`src/rtl/store_commit_ctrl_if.sv`:
```
// store_commit_ctrl_if
//   Bundles the LSU allocation port, the ROB commit/flush port, queue status
//   and the memory drain handshake of the store commit controller.
//   master : LSU/ROB/memory side (drives alloc, commit, mis_pred, mem_ack)
//   slave  : the controller (drives status and the drain request/payload)
//   Optional feature: SB_LOAD_FWD_EN adds ld_addr (in to slave) and
//   fwd_hit/fwd_data/fwd_stall (out of slave).
interface store_commit_ctrl_if #(
    parameter int unsigned AW = 3
);
    logic        alloc_valid;
    logic [31:0] alloc_addr;
    logic [31:0] alloc_data;
    logic [2:0]  alloc_width;
    logic [5:0]  alloc_rob;
    logic        full;
    logic        empty;
    logic [AW:0] count;
    logic        commit_valid;
    logic [5:0]  commit_rob;
    logic        commit_err;
    logic        mis_pred;
    logic        mem_req;
    logic [31:0] mem_addr;
    logic [31:0] mem_data;
    logic [2:0]  mem_width;
    logic        mem_ack;
`ifdef SB_LOAD_FWD_EN
    logic [31:0] ld_addr;
    logic        fwd_hit;
    logic [31:0] fwd_data;
    logic        fwd_stall;

    modport master (
        output alloc_valid, alloc_addr, alloc_data, alloc_width, alloc_rob,
        output commit_valid, commit_rob, mis_pred, mem_ack, ld_addr,
        input  full, empty, count, commit_err,
        input  mem_req, mem_addr, mem_data, mem_width,
        input  fwd_hit, fwd_data, fwd_stall
    );

    modport slave (
        input  alloc_valid, alloc_addr, alloc_data, alloc_width, alloc_rob,
        input  commit_valid, commit_rob, mis_pred, mem_ack, ld_addr,
        output full, empty, count, commit_err,
        output mem_req, mem_addr, mem_data, mem_width,
        output fwd_hit, fwd_data, fwd_stall
    );
`else
    modport master (
        output alloc_valid, alloc_addr, alloc_data, alloc_width, alloc_rob,
        output commit_valid, commit_rob, mis_pred, mem_ack,
        input  full, empty, count, commit_err,
        input  mem_req, mem_addr, mem_data, mem_width
    );

    modport slave (
        input  alloc_valid, alloc_addr, alloc_data, alloc_width, alloc_rob,
        input  commit_valid, commit_rob, mis_pred, mem_ack,
        output full, empty, count, commit_err,
        output mem_req, mem_addr, mem_data, mem_width
    );
`endif
endinterface

```
`src/rtl/store_commit_ctrl.sv`:
```
// store_commit_ctrl
//   In-order store queue between the LSU and data memory. Stores enter
//   speculatively at tail, become committed when the ROB retires their tag
//   (cmt advances), and drain one at a time from head over mem_req/mem_ack.
//   A mispredict drops the speculative region [cmt, tail).
// Ports
//   clk   : clock
//   reset : asynchronous, active-high
//   bus   : store_commit_ctrl_if.slave (alloc, commit, status, drain)
// Configuration
//   SB_LOAD_FWD_EN : adds a combinational store-to-load forwarding lookup
//                    (ld_addr -> fwd_hit/fwd_data/fwd_stall). Without it,
//                    loads must wait for the queue to be empty.
module store_commit_ctrl #(
    parameter int unsigned DEPTH = 8,
    parameter int unsigned AW    = 3
) (
    input logic                clk,
    input logic                reset,
    store_commit_ctrl_if.slave bus
);
    typedef logic [AW:0] ptr_t;

    localparam logic [2:0] WIDTH_W = 3'b010;

    ptr_t head_q, head_d;
    ptr_t cmt_q,  cmt_d;
    ptr_t tail_q, tail_d;
    logic mem_req_q, mem_req_d;
    logic err_q, err_d;

    // Entry storage has no reset; contents are only read inside [head, tail).
    logic [31:0] addr_mem  [DEPTH];
    logic [31:0] data_mem  [DEPTH];
    logic [2:0]  width_mem [DEPTH];
    logic [5:0]  rob_mem   [DEPTH];

    logic full_w, empty_w;
    ptr_t count_w;
    logic alloc_ok, commit_ok, drain_ok;

    assign full_w  = (tail_q[AW-1:0] == head_q[AW-1:0]) && (tail_q[AW] != head_q[AW]);
    assign empty_w = (tail_q == head_q);
    assign count_w = tail_q - head_q;

    always_comb begin
        alloc_ok  = bus.alloc_valid && !full_w && !bus.mis_pred;
        commit_ok = bus.commit_valid && (cmt_q != tail_q) &&
                    (rob_mem[cmt_q[AW-1:0]] == bus.commit_rob);
        drain_ok  = mem_req_q && bus.mem_ack;

        err_d  = err_q | (bus.commit_valid & ~commit_ok);
        cmt_d  = cmt_q + ptr_t'(commit_ok);
        head_d = head_q + ptr_t'(drain_ok);
        // Flush rewinds tail to the post-commit cmt, so a same-cycle commit survives.
        tail_d = bus.mis_pred ? cmt_d : (tail_q + ptr_t'(alloc_ok));
        // Registered copy of (head != cmt) for the next cycle.
        mem_req_d = (head_d != cmt_d);
    end

    always_ff @(posedge clk or posedge reset) begin
        if (reset) begin
            head_q    <= '0;
            cmt_q     <= '0;
            tail_q    <= '0;
            mem_req_q <= 1'b0;
            err_q     <= 1'b0;
        end else begin
            head_q    <= head_d;
            cmt_q     <= cmt_d;
            tail_q    <= tail_d;
            mem_req_q <= mem_req_d;
            err_q     <= err_d;
        end
    end

    always_ff @(posedge clk) begin
        if (alloc_ok) begin
            addr_mem[tail_q[AW-1:0]]  <= bus.alloc_addr;
            data_mem[tail_q[AW-1:0]]  <= bus.alloc_data;
            width_mem[tail_q[AW-1:0]] <= bus.alloc_width;
            rob_mem[tail_q[AW-1:0]]   <= bus.alloc_rob;
        end
    end

    assign bus.full       = full_w;
    assign bus.empty      = empty_w;
    assign bus.count      = count_w;
    assign bus.commit_err = err_q;
    assign bus.mem_req    = mem_req_q;
    // Entry at head is never rewritten while it is valid, so the payload
    // holds steady across ack stalls.
    assign bus.mem_addr   = addr_mem[head_q[AW-1:0]];
    assign bus.mem_data   = data_mem[head_q[AW-1:0]];
    assign bus.mem_width  = width_mem[head_q[AW-1:0]];

`ifdef SB_LOAD_FWD_EN
    ptr_t        scan_ptr;
    logic        fwd_hit_w, fwd_stall_w;
    logic [31:0] fwd_data_w;
    logic        unused_ld_lsb;

    assign unused_ld_lsb = ^bus.ld_addr[1:0];

    // Walk oldest to youngest so the last match seen is the youngest one.
    always_comb begin
        scan_ptr    = head_q;
        fwd_hit_w   = 1'b0;
        fwd_stall_w = 1'b0;
        fwd_data_w  = '0;
        for (int unsigned i = 0; i < DEPTH; i++) begin
            scan_ptr = head_q + ptr_t'(i);
            if ((ptr_t'(i) < count_w) &&
                (addr_mem[scan_ptr[AW-1:0]][31:2] == bus.ld_addr[31:2])) begin
                if (width_mem[scan_ptr[AW-1:0]] == WIDTH_W) begin
                    fwd_hit_w   = 1'b1;
                    fwd_stall_w = 1'b0;
                    fwd_data_w  = data_mem[scan_ptr[AW-1:0]];
                end else begin
                    fwd_hit_w   = 1'b0;
                    fwd_stall_w = 1'b1;
                    fwd_data_w  = '0;
                end
            end
        end
    end

    assign bus.fwd_hit   = fwd_hit_w;
    assign bus.fwd_stall = fwd_stall_w;
    assign bus.fwd_data  = fwd_data_w;
`endif
endmodule
```
`src/flat_wrapper.sv`:
```
// flat-port wrapper written by rule: the top's interface ports become plain ports
module store_commit_ctrl_flat 
#(
    parameter int unsigned DEPTH = 8,
    parameter int unsigned AW    = 3
)
  (clk, reset, bus_alloc_valid, bus_alloc_addr, bus_alloc_data, bus_alloc_width, bus_alloc_rob, bus_commit_valid, bus_commit_rob, bus_mis_pred, bus_mem_ack, bus_full, bus_empty, bus_count, bus_commit_err, bus_mem_req, bus_mem_addr, bus_mem_data, bus_mem_width);
  store_commit_ctrl_if #(.AW(AW)) bus_i ();
  input logic clk;
  input logic reset;
  input wire logic [$bits(bus_i.alloc_valid)-1:0] bus_alloc_valid;
  input wire logic [$bits(bus_i.alloc_addr)-1:0] bus_alloc_addr;
  input wire logic [$bits(bus_i.alloc_data)-1:0] bus_alloc_data;
  input wire logic [$bits(bus_i.alloc_width)-1:0] bus_alloc_width;
  input wire logic [$bits(bus_i.alloc_rob)-1:0] bus_alloc_rob;
  input wire logic [$bits(bus_i.commit_valid)-1:0] bus_commit_valid;
  input wire logic [$bits(bus_i.commit_rob)-1:0] bus_commit_rob;
  input wire logic [$bits(bus_i.mis_pred)-1:0] bus_mis_pred;
  input wire logic [$bits(bus_i.mem_ack)-1:0] bus_mem_ack;
  output wire logic [$bits(bus_i.full)-1:0] bus_full;
  output wire logic [$bits(bus_i.empty)-1:0] bus_empty;
  output wire logic [$bits(bus_i.count)-1:0] bus_count;
  output wire logic [$bits(bus_i.commit_err)-1:0] bus_commit_err;
  output wire logic [$bits(bus_i.mem_req)-1:0] bus_mem_req;
  output wire logic [$bits(bus_i.mem_addr)-1:0] bus_mem_addr;
  output wire logic [$bits(bus_i.mem_data)-1:0] bus_mem_data;
  output wire logic [$bits(bus_i.mem_width)-1:0] bus_mem_width;
  assign bus_i.alloc_valid = bus_alloc_valid;
  assign bus_i.alloc_addr = bus_alloc_addr;
  assign bus_i.alloc_data = bus_alloc_data;
  assign bus_i.alloc_width = bus_alloc_width;
  assign bus_i.alloc_rob = bus_alloc_rob;
  assign bus_i.commit_valid = bus_commit_valid;
  assign bus_i.commit_rob = bus_commit_rob;
  assign bus_i.mis_pred = bus_mis_pred;
  assign bus_i.mem_ack = bus_mem_ack;
  assign bus_full = bus_i.full;
  assign bus_empty = bus_i.empty;
  assign bus_count = bus_i.count;
  assign bus_commit_err = bus_i.commit_err;
  assign bus_mem_req = bus_i.mem_req;
  assign bus_mem_addr = bus_i.mem_addr;
  assign bus_mem_data = bus_i.mem_data;
  assign bus_mem_width = bus_i.mem_width;
  store_commit_ctrl #(.DEPTH(DEPTH), .AW(AW)) u_core (.clk(clk), .reset(reset), .bus(bus_i));
endmodule
```
`config.mk`:
```
export PLATFORM = sky130hd
export DESIGN_NAME = store_commit_ctrl_flat
export DESIGN_NICKNAME = d
export VERILOG_FILES = /design/src/rtl/store_commit_ctrl_if.sv /design/src/rtl/store_commit_ctrl.sv /design/src/flat_wrapper.sv
export SDC_FILE = /design/constraint.sdc
export NUM_CORES = 1
export LEC_CHECK = 0
export CAP_MARGIN = 20
export CORE_MARGIN = 2
export CORE_UTILIZATION = 40
export CTS_BUF_LIST = sky130_fd_sc_hd__clkbuf_16
export DETAILED_ROUTE_END_ITERATION = 6
export PLACE_DENSITY_LB_ADDON = 0.05
export SKIP_CTS_REPAIR_TIMING = 1
export SLEW_MARGIN = 30
export SYNTH_ARGS = -nofsm -noshare
export SYNTH_HDL_FRONTEND = slang
export SYNTH_SLANG_ARGS = --single-unit
```
`constraint.sdc`:
```
create_clock -name clk -period 10 [get_ports clk]
set_clock_uncertainty 0.05 [all_clocks]
set_input_delay 3 -clock clk [delete_from_list [all_inputs] [get_ports clk]]
set_output_delay 3 -clock clk [all_outputs]
set_load 0.02 [all_outputs]
```
# Word-level counts from Yosys, hierarchy flattened
# Memory sizes are Yosys's and may differ from the RTL's.
# Cells that the tools add are included.
[word_totals]
mem_count = 4
regBits = 14
out_inout_bits = 75
ramBits = 584
[memory_table]
columns = ["memory", "words", "width", "rd", "rd_clocked_by_memory_dff", "wr", "line", "text"]
rows = [
  ["u_core.addr_mem", 8, 32, 1, 0, 1, "store_commit_ctrl.sv:33", "logic [31:0] addr_mem [DEPTH];"],
  ["u_core.data_mem", 8, 32, 1, 0, 1, "store_commit_ctrl.sv:34", "logic [31:0] data_mem [DEPTH];"],
  ["u_core.rob_mem", 8, 6, 1, 0, 1, "store_commit_ctrl.sv:36", "logic [5:0] rob_mem [DEPTH];"],
  ["u_core.width_mem", 8, 3, 1, 0, 1, "store_commit_ctrl.sv:35", "logic [2:0] width_mem [DEPTH];"],
]
[op_classes]
add_sub_neg = 4
n_eq_ne = 6
n_bitwise = 3
n_reduce_logical = 8
mux = 3
[ops]
columns = ["op", "count"]
rows = [
  ["adder 4 x 1 -> 4 bit", 3],
  ["inequality test 4 bit", 2],
  ["equality test 6 bit", 1],
  ["logical AND 1 bit", 6],
  ["equality test 4 bit", 1],
  ["two-way mux 4 bit", 1],
  ["subtractor 4 bit", 1],
  ["equality test 3 bit", 1],
  ["zero test 1 bit", 2],
  ["two-way mux 1 bit", 2],
  ["AND 1 bit", 1],
  ["inequality test 1 bit", 1],
  ["NOT 1 bit", 1],
  ["bitwise OR 1 bit", 1],
]

# Logic depth before layout (Yosys ltp)
# Gate-level depths: netlist of the first run.
[depth]
word_depth = 7
mapped_depth = 13
mapped_depth_nobuf = 10

# Worst setup path before layout of the first run
# OpenSTA, ideal clock, no wires.
[synth_path]
kind = "in2reg"
start = "input bus_mis_pred"
end = "memory u_core.addr_mem[1][0] (enable)"
cell_stages = 4
path_buffers = 1
slack_ns = 0.781
setup_ns = 0.594
t_arrival_ns = 8.575
required_ns = 9.356
path_cell_list = "clkbuf_1 > nor3b_1 > nand2_1 > nor3_1"
[synth_via]
elab_chain_cells = 4
[synth_rtl]
columns = ["item", "line", "text"]
rows = [
  ["start: declaration", "flat_wrapper.sv:18", "input wire logic [$bits(bus_i.mis_pred)-1:0] bus_mis_pred;"],
  ["zero test 1 bit", "store_commit_ctrl.sv:47", "alloc_ok = bus.alloc_valid && !full_w && !bus.mis_pred;"],
  ["logical AND 1 bit", "store_commit_ctrl.sv:47", ""],
  ["two-way mux 1 bit", "store_commit_ctrl.sv:78", "if (alloc_ok) begin"],
  ["two-way mux 1 bit (not written as such)", "store_commit_ctrl.sv:79", "addr_mem[tail_q[AW-1:0]] <= bus.alloc_addr;"],
  ["end: declaration", "store_commit_ctrl.sv:33", ""],
]
# No other way between the ends.

# Worst setup path in the final report of the first run
[layout_path]
start = "register u_core.head_q[2]"
end = "output bus_count[3]"
[layout_via]
elab_chain_cells = 1
[layout_rtl]
columns = ["item", "line", "text"]
rows = [
  ["start: declaration", "store_commit_ctrl.sv:26", "ptr_t head_q, head_d;"],
  ["start signal: assignment", "store_commit_ctrl.sv:63", "head_q <= '0;"],
  ["start signal: assignment", "store_commit_ctrl.sv:69", "head_q <= head_d;"],
  ["subtractor 4 bit", "store_commit_ctrl.sv:44", "assign count_w = tail_q - head_q;"],
  ["end: declaration", "flat_wrapper.sv:22", "output wire logic [$bits(bus_i.count)-1:0] bus_count;"],
]
# No other way between the ends.

==> flow_summary.json, run 1 <==
{
  "status": "finished, final reports clean",
  "postSynthNetCount": 1188,
  "rr_endpoint": "u_core.data_mem[7][26]",
  "finalNetCount": 1383,
  "setup_viol": 0,
  "max_cap_viol_count": 0,
  "cts_root_buf": "clkbuf_16",
  "cts.sinks": 598,
  "cts_buffer_depth": 3,
  "syn_to_final_growth_pct": 20.3,
  "seqCellArea_um2": 17900,
  "cts_inserted_buffers": 66,
  "stdcell_count": 2084,
  "avgViaCountPerCell": 5.10,
  "whs_path_depth": 1,
  "yosysWarnings": 0,
  "hpwlAfterDp_mm": 25.6,
  "fp.dieW_um": 243,
  "track_usage_pct": 17.0,
  "arrival_ns": 3.96,
  "drc_errors": 0,
  "htreeDepth": 3,
  "start_util_pct": 40.5,
  "cp_max_fo": 38,
  "rsz0062_at_grt": "false",
  "overflow": 0,
  "reg2reg_depth": 11,
  "slew-limit-headroom_pct": 38.3,
  "io_pins": 160,
  "wl_mm": 48.9,
  "pre_cts_slack_ns": 3.46,
  "final_common_cell": "edfxtp_1",
  "grt_pass1_wl_mm": 74.3,
  "hp-class": "reg2reg",
  "cts_tree": "yes",
  "core_um2": 56500,
  "drtIter0Drc": 512,
  "whs_endpoint": "u_core.head_q[3]",
  "final_cell_mix": "edfxtp_1, nand2_1, clkdlybuf4s50_1",
  "numPortBuffers": 159,
  "antenna_found_initial": 5,
  "fin_ws_ns": 2.99,
  "cellLeakagePower_nw": 9.08,
  "finalCriticalPeriod_ns": 7.01,
  "clk_pin_slew_ns": 0.06,
  "vias": 10600,
  "rows": 87,
  "end_kind": "output port",
  "synth_seq_cells": 598,
  "critical_path_class": "reg2out",
  "synth_cell_types": 35,
  "ant_nets": 0,
  "timing.rr.start": "u_core.head_q[2]",
  "max_freq_ghz": 0.143,
  "synthArstFlopShare_pct": 2.34,
  "synth_edf_count": 584,
  "routedWlPerCell_um": 23.5,
  "p_per_area_nw_per_um2": 278,
  "setup-tns-final_ns": 0,
  "yosysSeqAreaShare_pct": 78.2,
  "peakVddDrop_mv": 0.265,
  "cp.required_ns": 6.95,
  "grt_max_degree": 139,
  "synth_flop_cell": "edfxtp_1",
  "routabilityCongestion": 0.694,
  "avgSynthCellArea_um2": 20.9,
  "dr.pass1.iters": 4,
  "syn_inst": 1093,
  "rrSetupSlack_ns": 4.55,
  "placedCellCount": 1975,
  "clk-insertion-delay-late_ns": 0.58,
  "synth_area_um2": 22900,
  "layout-drive-gt1-share_pct": 19.4,
  "multi_input_area_um2": 4750,
  "fill_cells": 4674,
  "design.die.area_um2": 59100,
  "min_from": "u_core.head_q[3]",
  "fin_crit_sh_pct": 70.1,
  "cp-start-kind": "flip-flop",
  "die_h_um": 243,
  "tightest_slew_ns": 0.925,
  "finalHoldViolations": 0,
  "drv_slew": 0,
  "grt_pass1_vias": 11400
}
how the worst max path moves through the flow:
stage                           startpoint                endpoint  cells past startpoint
after global placement        bus_mis_pred  u_core.data_mem[7][29]                      6
after floorplan               bus_mis_pred   u_core.addr_mem[1][0]                      4
after global routing      u_core.head_q[2]            bus_count[3]                      7
after detailed placement      bus_mis_pred  u_core.data_mem[7][29]                      6
final                     u_core.head_q[2]            bus_count[3]                      7
after CTS                 u_core.head_q[2]            bus_count[3]                      7
per-stage QoR:
stage | hold WS (ns) | total power, W | utilization [%] | instance area (um^2)
after floorplan | 0.452 | 0.00449 | - | 22900
after global placement | 0.486 | 0.00545 | 45.0 | 25400
after detailed placement | 0.497 | 0.00544 | 45.0 | 25400
after CTS | 0.504 | 0.00779 | 48.6 | 27500
after global routing | 0.509 | 0.00804 | 48.7 | 27500
final | 0.500 | 0.00764 | 48.7 | 27500
kinds of logic (layout without fill, tap and decap cells):
logic type,after synthesis,in the layout,synth area share [%]
buffers and inverters,64,298,1.27
xor gates and xnor gates,22,22,0.843
AOI/OAI and AO/OA,7,7,0.224
other,0,1,0
adders and majority gates,10,10,0.580
DFF,598,598,78.2
and+or+nand+nor,236,236,4.06
muxes,156,156,14.8
Yosys cell counts (2+ instances only):
cell | count | area, um^2
dfrtp_1 | 14 | 350
mux2_2 | 3 | 33.8
nand3_1 | 6 | 30.0
xor2_1 | 12 | 105
clkbuf_1 | 29 | 109
ha_1 | 9 | 113
buf_2 | 15 | 75.1
nand2b_1 | 2 | 12.5
nand3b_1 | 2 | 15.0
inv_1 | 10 | 37.5
nand2_1 | 208 | 781
buf_1 | 6 | 22.5
edfxtp_1 | 584 | 17500
a21oi_1 | 2 | 10.0
mux4_1 | 5 | 131
xnor2_1 | 10 | 87.6
mux4_2 | 139 | 3130
a41oi_1 | 2 | 17.5
buf_6 | 2 | 22.5
nor2_1 | 9 | 33.8
nor3_1 | 2 | 10.0
mux2i_1 | 9 | 90.1
cell type report:
type                            count  share of cell area [%]
Inverter                           11                   0.150
Tap cell                          756                    3.44
Multi-Input combinational cell    431                    17.3
Clock buffer                       68                    6.19
Sequential cell                   598                    65.0
Timing Repair Buffer              180                    6.63
Clock inverter                     39                    1.29
Antenna cell                        1                 0.00910
critical path, stage by stage (launching register included):
cell             delay, ns
dfrtp_2               0.38
buf_4                 0.32
inv_2                 0.64
buf_4                 0.62
ha_1                  0.38
a21oi_1               0.19
xor2_1                0.16
clkdlybuf4s50_1       0.61
power by group:
group	internal [W]	leakage (nW)	switching, W	total, W
clock network	0.00140	1.05	0.000919	0.00232
logic	0.00110	2.58	0.00126	0.00236
registers	0.00288	5.44	0.0000758	0.00296
total	0.00539	9.08	0.00225	0.00764
flip-flops by register name, summed over array words and instances (netlist names):
| name | count |
|---|---|
| u_core.head_q | 4 |
| u_core.data_mem | 256 |
| u_core.bus.mem_req | 1 |
| u_core.rob_mem | 48 |
| u_core.width_mem | 24 |
| u_core.bus.commit_err | 1 |
| u_core.cmt_q | 4 |
| u_core.addr_mem | 256 |
| u_core.tail_q | 4 |
per-layer routing:
layer / global-route usage, % / vias up / part of all wire (%)
met5: 0 / - / 0.12
met4: 5.03 / 8 / 1.7
met3: 3.68 / 70 / 4.4
met2: 27.3 / 190 / 49
met1: 23.5 / 5602 / 45
li1: - / 4756 / -
(Power assumes the default switching activity.)
==> run 2: changes to the inputs <==
Clock period 10 ns to 6.6 ns, I/O delays scaled along.
==> run 2 against run 1 <==
  * Clock-buffer cell count rose by 5
  * Die area did not move
  * Global-route usage fell by 0.25 points
  * Combinational power rose by 50%
  * Hold slack got worse by 0.0055 ns
  * Sequential power rose by 54%
  * Power rose by 51%
  * Register-to-register slack got worse by 2.3 ns
  * Sequential share of layout area fell by 0.25 points
  * Critical path type unchanged
  * Largest cell class unchanged
==> flow_summary.json, run 2 (synthesized netlist as in run 1, its figures left out) <==
{
  "status": "finished, final reports clean",
  "clk-insertion-delay-late_ns": 0.57,
  "core_um2": 56500,
  "cts_buffer_depth": 3,
  "max_freq_ghz": 0.184,
  "peakVddDrop_mv": 0.232,
  "path_cells": "clkinv_4 -> ha_1 -> a21oi_1 -> xor2_1 -> clkdlybuf4s50_1",
  "rr_endpoint": "u_core.addr_mem[7][23]",
  "critical_path_class": "reg2out",
  "avgViaCountPerCell": 5.13,
  "start_util_pct": 40.5,
  "vias": 10800,
  "cellLeakagePower_nw": 9.13,
  "hp-class": "reg2reg",
  "routabilityCongestion": 0.685,
  "setup_viol": 0,
  "fin_crit_sh_pct": 82.2,
  "syn_to_final_growth_pct": 20.8,
  "hpwlAfterDp_mm": 25.7,
  "track_usage_pct": 16.8,
  "place_area_um2": 25500,
  "critPathTopFamily": "buffers and inverters",
  "fin_ws_ns": 1.17,
  "cts_inserted_buffers": 66,
  "whs_endpoint": "u_core.head_q[3]",
  "ant_nets": 0,
  "cp_slowest_cell": "dfrtp_4",
  "finalHoldViolations": 0,
  "min_from": "u_core.head_q[3]",
  "design.die.area_um2": 59100,
  "grt_max_degree": 74,
  "grt_pass1_vias": 11400,
  "die_h_um": 243,
  "finalCriticalPeriod_ns": 5.43,
  "numPortBuffers": 159,
  "routedWlPerCell_um": 23.3,
  "tightest_slew_ns": 0.900,
  "final_cell_mix": "edfxtp_1, nand2_1, clkdlybuf4s50_1",
  "pre_cts_slack_ns": 1.36,
  "timing.rr.start": "u_core.head_q[2]",
  "cts_root_buf": "clkbuf_16",
  "dr.pass1.iters": 5,
  "setup-tns-final_ns": 0,
  "antenna_found_initial": 6,
  "drc_errors": 0,
  "clk_pin_slew_ns": 0.06,
  "drtIter0Drc": 623,
  "path_buf_inv": 2,
  "final_common_cell": "edfxtp_1",
  "rsz0062_at_grt": "false",
  "overflow": 0,
  "p_per_area_nw_per_um2": 418,
  "wl_mm": 49.0,
  "drv_slew": 0,
  "fin_area_um2": 27600,
  "htreeDepth": 3,
  "whs_path_depth": 1,
  "rrSetupSlack_ns": 2.21,
  "cp.required_ns": 4.57,
  "io_pins": 160,
  "end_kind": "output port",
  "max_cap_viol_count": 0,
  "arrival_ns": 3.40,
  "cts.sinks": 598,
  "finalNetCount": 1384,
  "cp_max_fo": 49,
  "cp-start-kind": "flip-flop",
  "reg2reg_depth": 8,
  "layout-drive-gt1-share_pct": 19.3,
  "slew-limit-headroom_pct": 39.9,
  "max_stage_delay_ns": 0.75,
  "rows": 87,
  "cts_tree": "yes",
  "holdWs_ns": 0.494,
  "fp.dieW_um": 243,
  "grt_pass1_wl_mm": 73.3
}
-- run 2: cell count changes in the layout (fill, tap and decap cells not counted), sizes merged --
| cell | delta |
|---|---|
| clkinv | +13 |
| clkbuf | +5 |
| inv | +2 |
| clkinvlp | -1 |
| bufinv | -5 |
| buf | +1 |
-- run 2: through the flow --
step | power (W) | cells | utilization, %
after global placement | 0.00829 | 1975 | 45.1
after floorplan | 0.00680 | 1093 | -
final | 0.0116 | 2099 | 48.9
after global routing | 0.0121 | 2098 | 48.9
after detailed placement | 0.00828 | 1975 | 45.1
after CTS | 0.0118 | 2096 | 48.8
-- run 2: worst max path at each step --
stage                startpoint                endpoint  slack (ns)  depth (start not counted)
2_1_floorplan      bus_mis_pred   u_core.addr_mem[7][0]        0.36                          4
3_3_place_gp   u_core.head_q[2]            bus_count[3]        1.09                          5
3_5_place_dp       bus_mis_pred  u_core.addr_mem[3][10]        1.36                          5
4_1_cts        u_core.head_q[2]            bus_count[3]        1.02                          5
5_1_grt        u_core.head_q[2]            bus_count[3]        0.91                          5
6_report       u_core.head_q[2]            bus_count[3]        1.17                          5
-- run 2: final cells by class --
class / count / area [um^2]
inverter: 11 / 46.3
tap: 756 / 946
sequential: 598 / 17900
clock buffer: 73 / 1830
multi-input combinational: 431 / 4760
timing repair buffer: 181 / 1900
fill: 4677 / 28900
clock inverter: 48 / 241
antenna: 1 / 2.50
-- run 2: per-layer routing --
metal  part of all wire, %  global-route usage (%)
met1                    45                    23.6
met2                    48                    26.6
met3                   5.4                    3.45
met4                   1.8                    4.94
met5                  0.11                       0
-- run 2: report_power, final --
part	total (W)	internal [W]	switching (W)	leakage (nW)
registers	0.00457	0.00437	0.000203	5.44
logic	0.00353	0.00167	0.00186	2.60
clock network	0.00345	0.00205	0.00140	1.08
-- run 2: worst reg2reg max path, delay by kind of cell (launching register included) --
family | cells | cell delay (ns)
simple gates | 5 | 1.71
buf+inv | 2 | 1.01
flops | 1 | 0.75
fa+ha+maj | 1 | 0.54
==> run 3: changes to the inputs <==
Clock period 6.6 ns to 4.71 ns, I/O delays scaled along.
==> run 3 against run 2 <==
  * Global-route usage is 0.43 points higher
  * Combinational power increased by 45%
  * Clock power rose by 42%
  * Critical path type unchanged
  * Flip-flop and latch count unchanged
  * Via count about the same
  * Die area unchanged
  * Core utilization rose by 0.33 points
  * Non-clock buffer count increased by 10
==> flow_summary.json, run 3 (synthesized netlist as in run 1, its figures left out) <==
{
  "status": "finished, final reports clean",
  "layout-drive-gt1-share_pct": 20.2,
  "fin_ws_ns": 0.384,
  "fill_cells": 4633,
  "max_cap_viol_count": 0,
  "track_usage_pct": 17.2,
  "holdWs_ns": 0.481,
  "grt_max_degree": 70,
  "end_kind": "output port",
  "slew-limit-headroom_pct": 48.4,
  "combPwrFrac_pct": 31.4,
  "setup_viol": 0,
  "dr.pass1.iters": 4,
  "diodes": 0,
  "crit_path_end": "bus_mem_data[3]",
  "p_int_w": 0.0115,
  "switching_power_w": 0.00488,
  "finalHoldViolations": 0,
  "p_per_area_nw_per_um2": 587,
  "antenna_found_initial": 4,
  "syn_to_final_growth_pct": 21.6,
  "rr_endpoint": "u_core.bus.mem_req",
  "hp-class": "reg2reg",
  "finalNetCount": 1396,
  "cp.required_ns": 3.25,
  "final_cell_mix": "edfxtp_1, nand2_1, clkdlybuf4s50_1",
  "max_freq_ghz": 0.231,
  "io_pins": 160,
  "cts_root_buf": "clkbuf_16",
  "cts.sinks": 598,
  "critical_path_class": "reg2out",
  "hpwlAfterDp_mm": 26.0,
  "grt_pass1_wl_mm": 75.2,
  "final_common_cell": "edfxtp_1",
  "cp-start-kind": "flip-flop",
  "startpoint": "u_core.head_q[0]",
  "cp_max_fo": 56,
  "finalCriticalPeriod_ns": 4.33,
  "drv_slew": 0,
  "arrival_ns": 2.86,
  "min_from": "u_core.head_q[3]",
  "clk-insertion-delay-late_ns": 0.58,
  "cts_inserted_buffers": 68,
  "overflow": 0,
  "rows": 87,
  "drc_errors": 0,
  "ant_nets": 0,
  "numPortBuffers": 159,
  "pwr-share-clk_pct": 30.1,
  "cts_tree": "yes",
  "routedWlPerCell_um": 23.5,
  "wl_mm": 49.4,
  "peakVddDrop_mv": 0.588,
  "die_h_um": 243,
  "avgViaCountPerCell": 5.12,
  "core_um2": 56500,
  "start_util_pct": 40.5,
  "tightest_slew_ns": 0.774,
  "rrSetupSlack_ns": 0.88,
  "vias": 10800,
  "routabilityCongestion": 0.697,
  "cts_buffer_depth": 3,
  "fp.dieW_um": 243,
  "seq_power_share_pct": 38.5,
  "clk_pin_slew_ns": 0.06,
  "rsz0062_at_grt": "false",
  "htreeDepth": 3,
  "switching_share_pct": 29.9,
  "timing.rr.start": "u_core.cmt_q[0]",
  "grt_pass1_vias": 11600,
  "cellLeakagePower_nw": 9.19,
  "drtIter0Drc": 610,
  "fin_crit_sh_pct": 91.9,
  "design.die.area_um2": 59100,
  "reg2reg_depth": 10,
  "pre_cts_slack_ns": 0.605
}
-- run 3: worst max-delay path, cell delays in order, from the launching register on --
cell             delay, ns
dfrtp_4               0.49
buf_12                0.40
mux4_2                0.57
nand2_1               0.08
nand2_1               0.13
clkdlybuf4s50_1       0.57
-- run 3: worst min-delay path by stage --
stage | slack, ns | cells past startpoint | endpoint
after floorplan | 0.45 | 1 | u_core.head_q[3]
final | 0.48 | 1 | u_core.head_q[3]
after detailed placement | 0.48 | 1 | u_core.head_q[3]
after global placement | 0.48 | 1 | u_core.head_q[3]
after CTS | 0.49 | 1 | u_core.head_q[3]
after global routing | 0.52 | 1 | u_core.head_q[3]
-- run 3: power by group through the flow --
stage                     logic [W]  registers (W)  clock network (W)
final                       0.00512        0.00629            0.00491
after global routing        0.00555        0.00632            0.00528
after CTS                   0.00527        0.00630            0.00506
after detailed placement    0.00525        0.00641                  0
after global placement      0.00528        0.00640                  0
after floorplan             0.00323        0.00629                  0
-- run 3: metal layers --
metal | part of all wire (%) | wire (um) | up-vias | GRT usage [%]
met2 | 47 | 23300 | 241 | 26.8
met3 | 4.8 | 2350 | 73 | 3.66
met1 | 46 | 22900 | 5648 | 24.4
met4 | 1.7 | 844 | 8 | 5.20
li1 | - | - | 4791 | -
met5 | 0.085 | 42 | - | 0
-- run 3: layout make-up --
cell class	count	area [um^2]	share of cell area, %
sequential	598	17900	64.4
timing repair buffer	191	2090	7.53
multi-input combinational	431	4760	17.1
clock inverter	45	294	1.06
tap	756	946	3.40
inverter	11	42.5	0.153
clock buffer	71	1780	6.39
-- run 3: through the flow --
| step | std cells | power (W) | setup TNS [ns] | area (um^2) | util, % |
|---|---|---|---|---|---|
| 4_1_cts | 2103 | 0.0166 | 0 | 27800 | 49.2 |
| 2_1_floorplan | 1093 | 0.00952 | -46.99 | 22900 | - |
| 6_report | 2103 | 0.0163 | 0 | 27800 | 49.2 |
| 3_5_place_dp | 1987 | 0.0117 | 0 | 25700 | 45.6 |
| 3_3_place_gp | 1987 | 0.0117 | 0 | 25700 | 45.6 |
| 5_1_grt | 2103 | 0.0172 | 0 | 27800 | 49.2 |
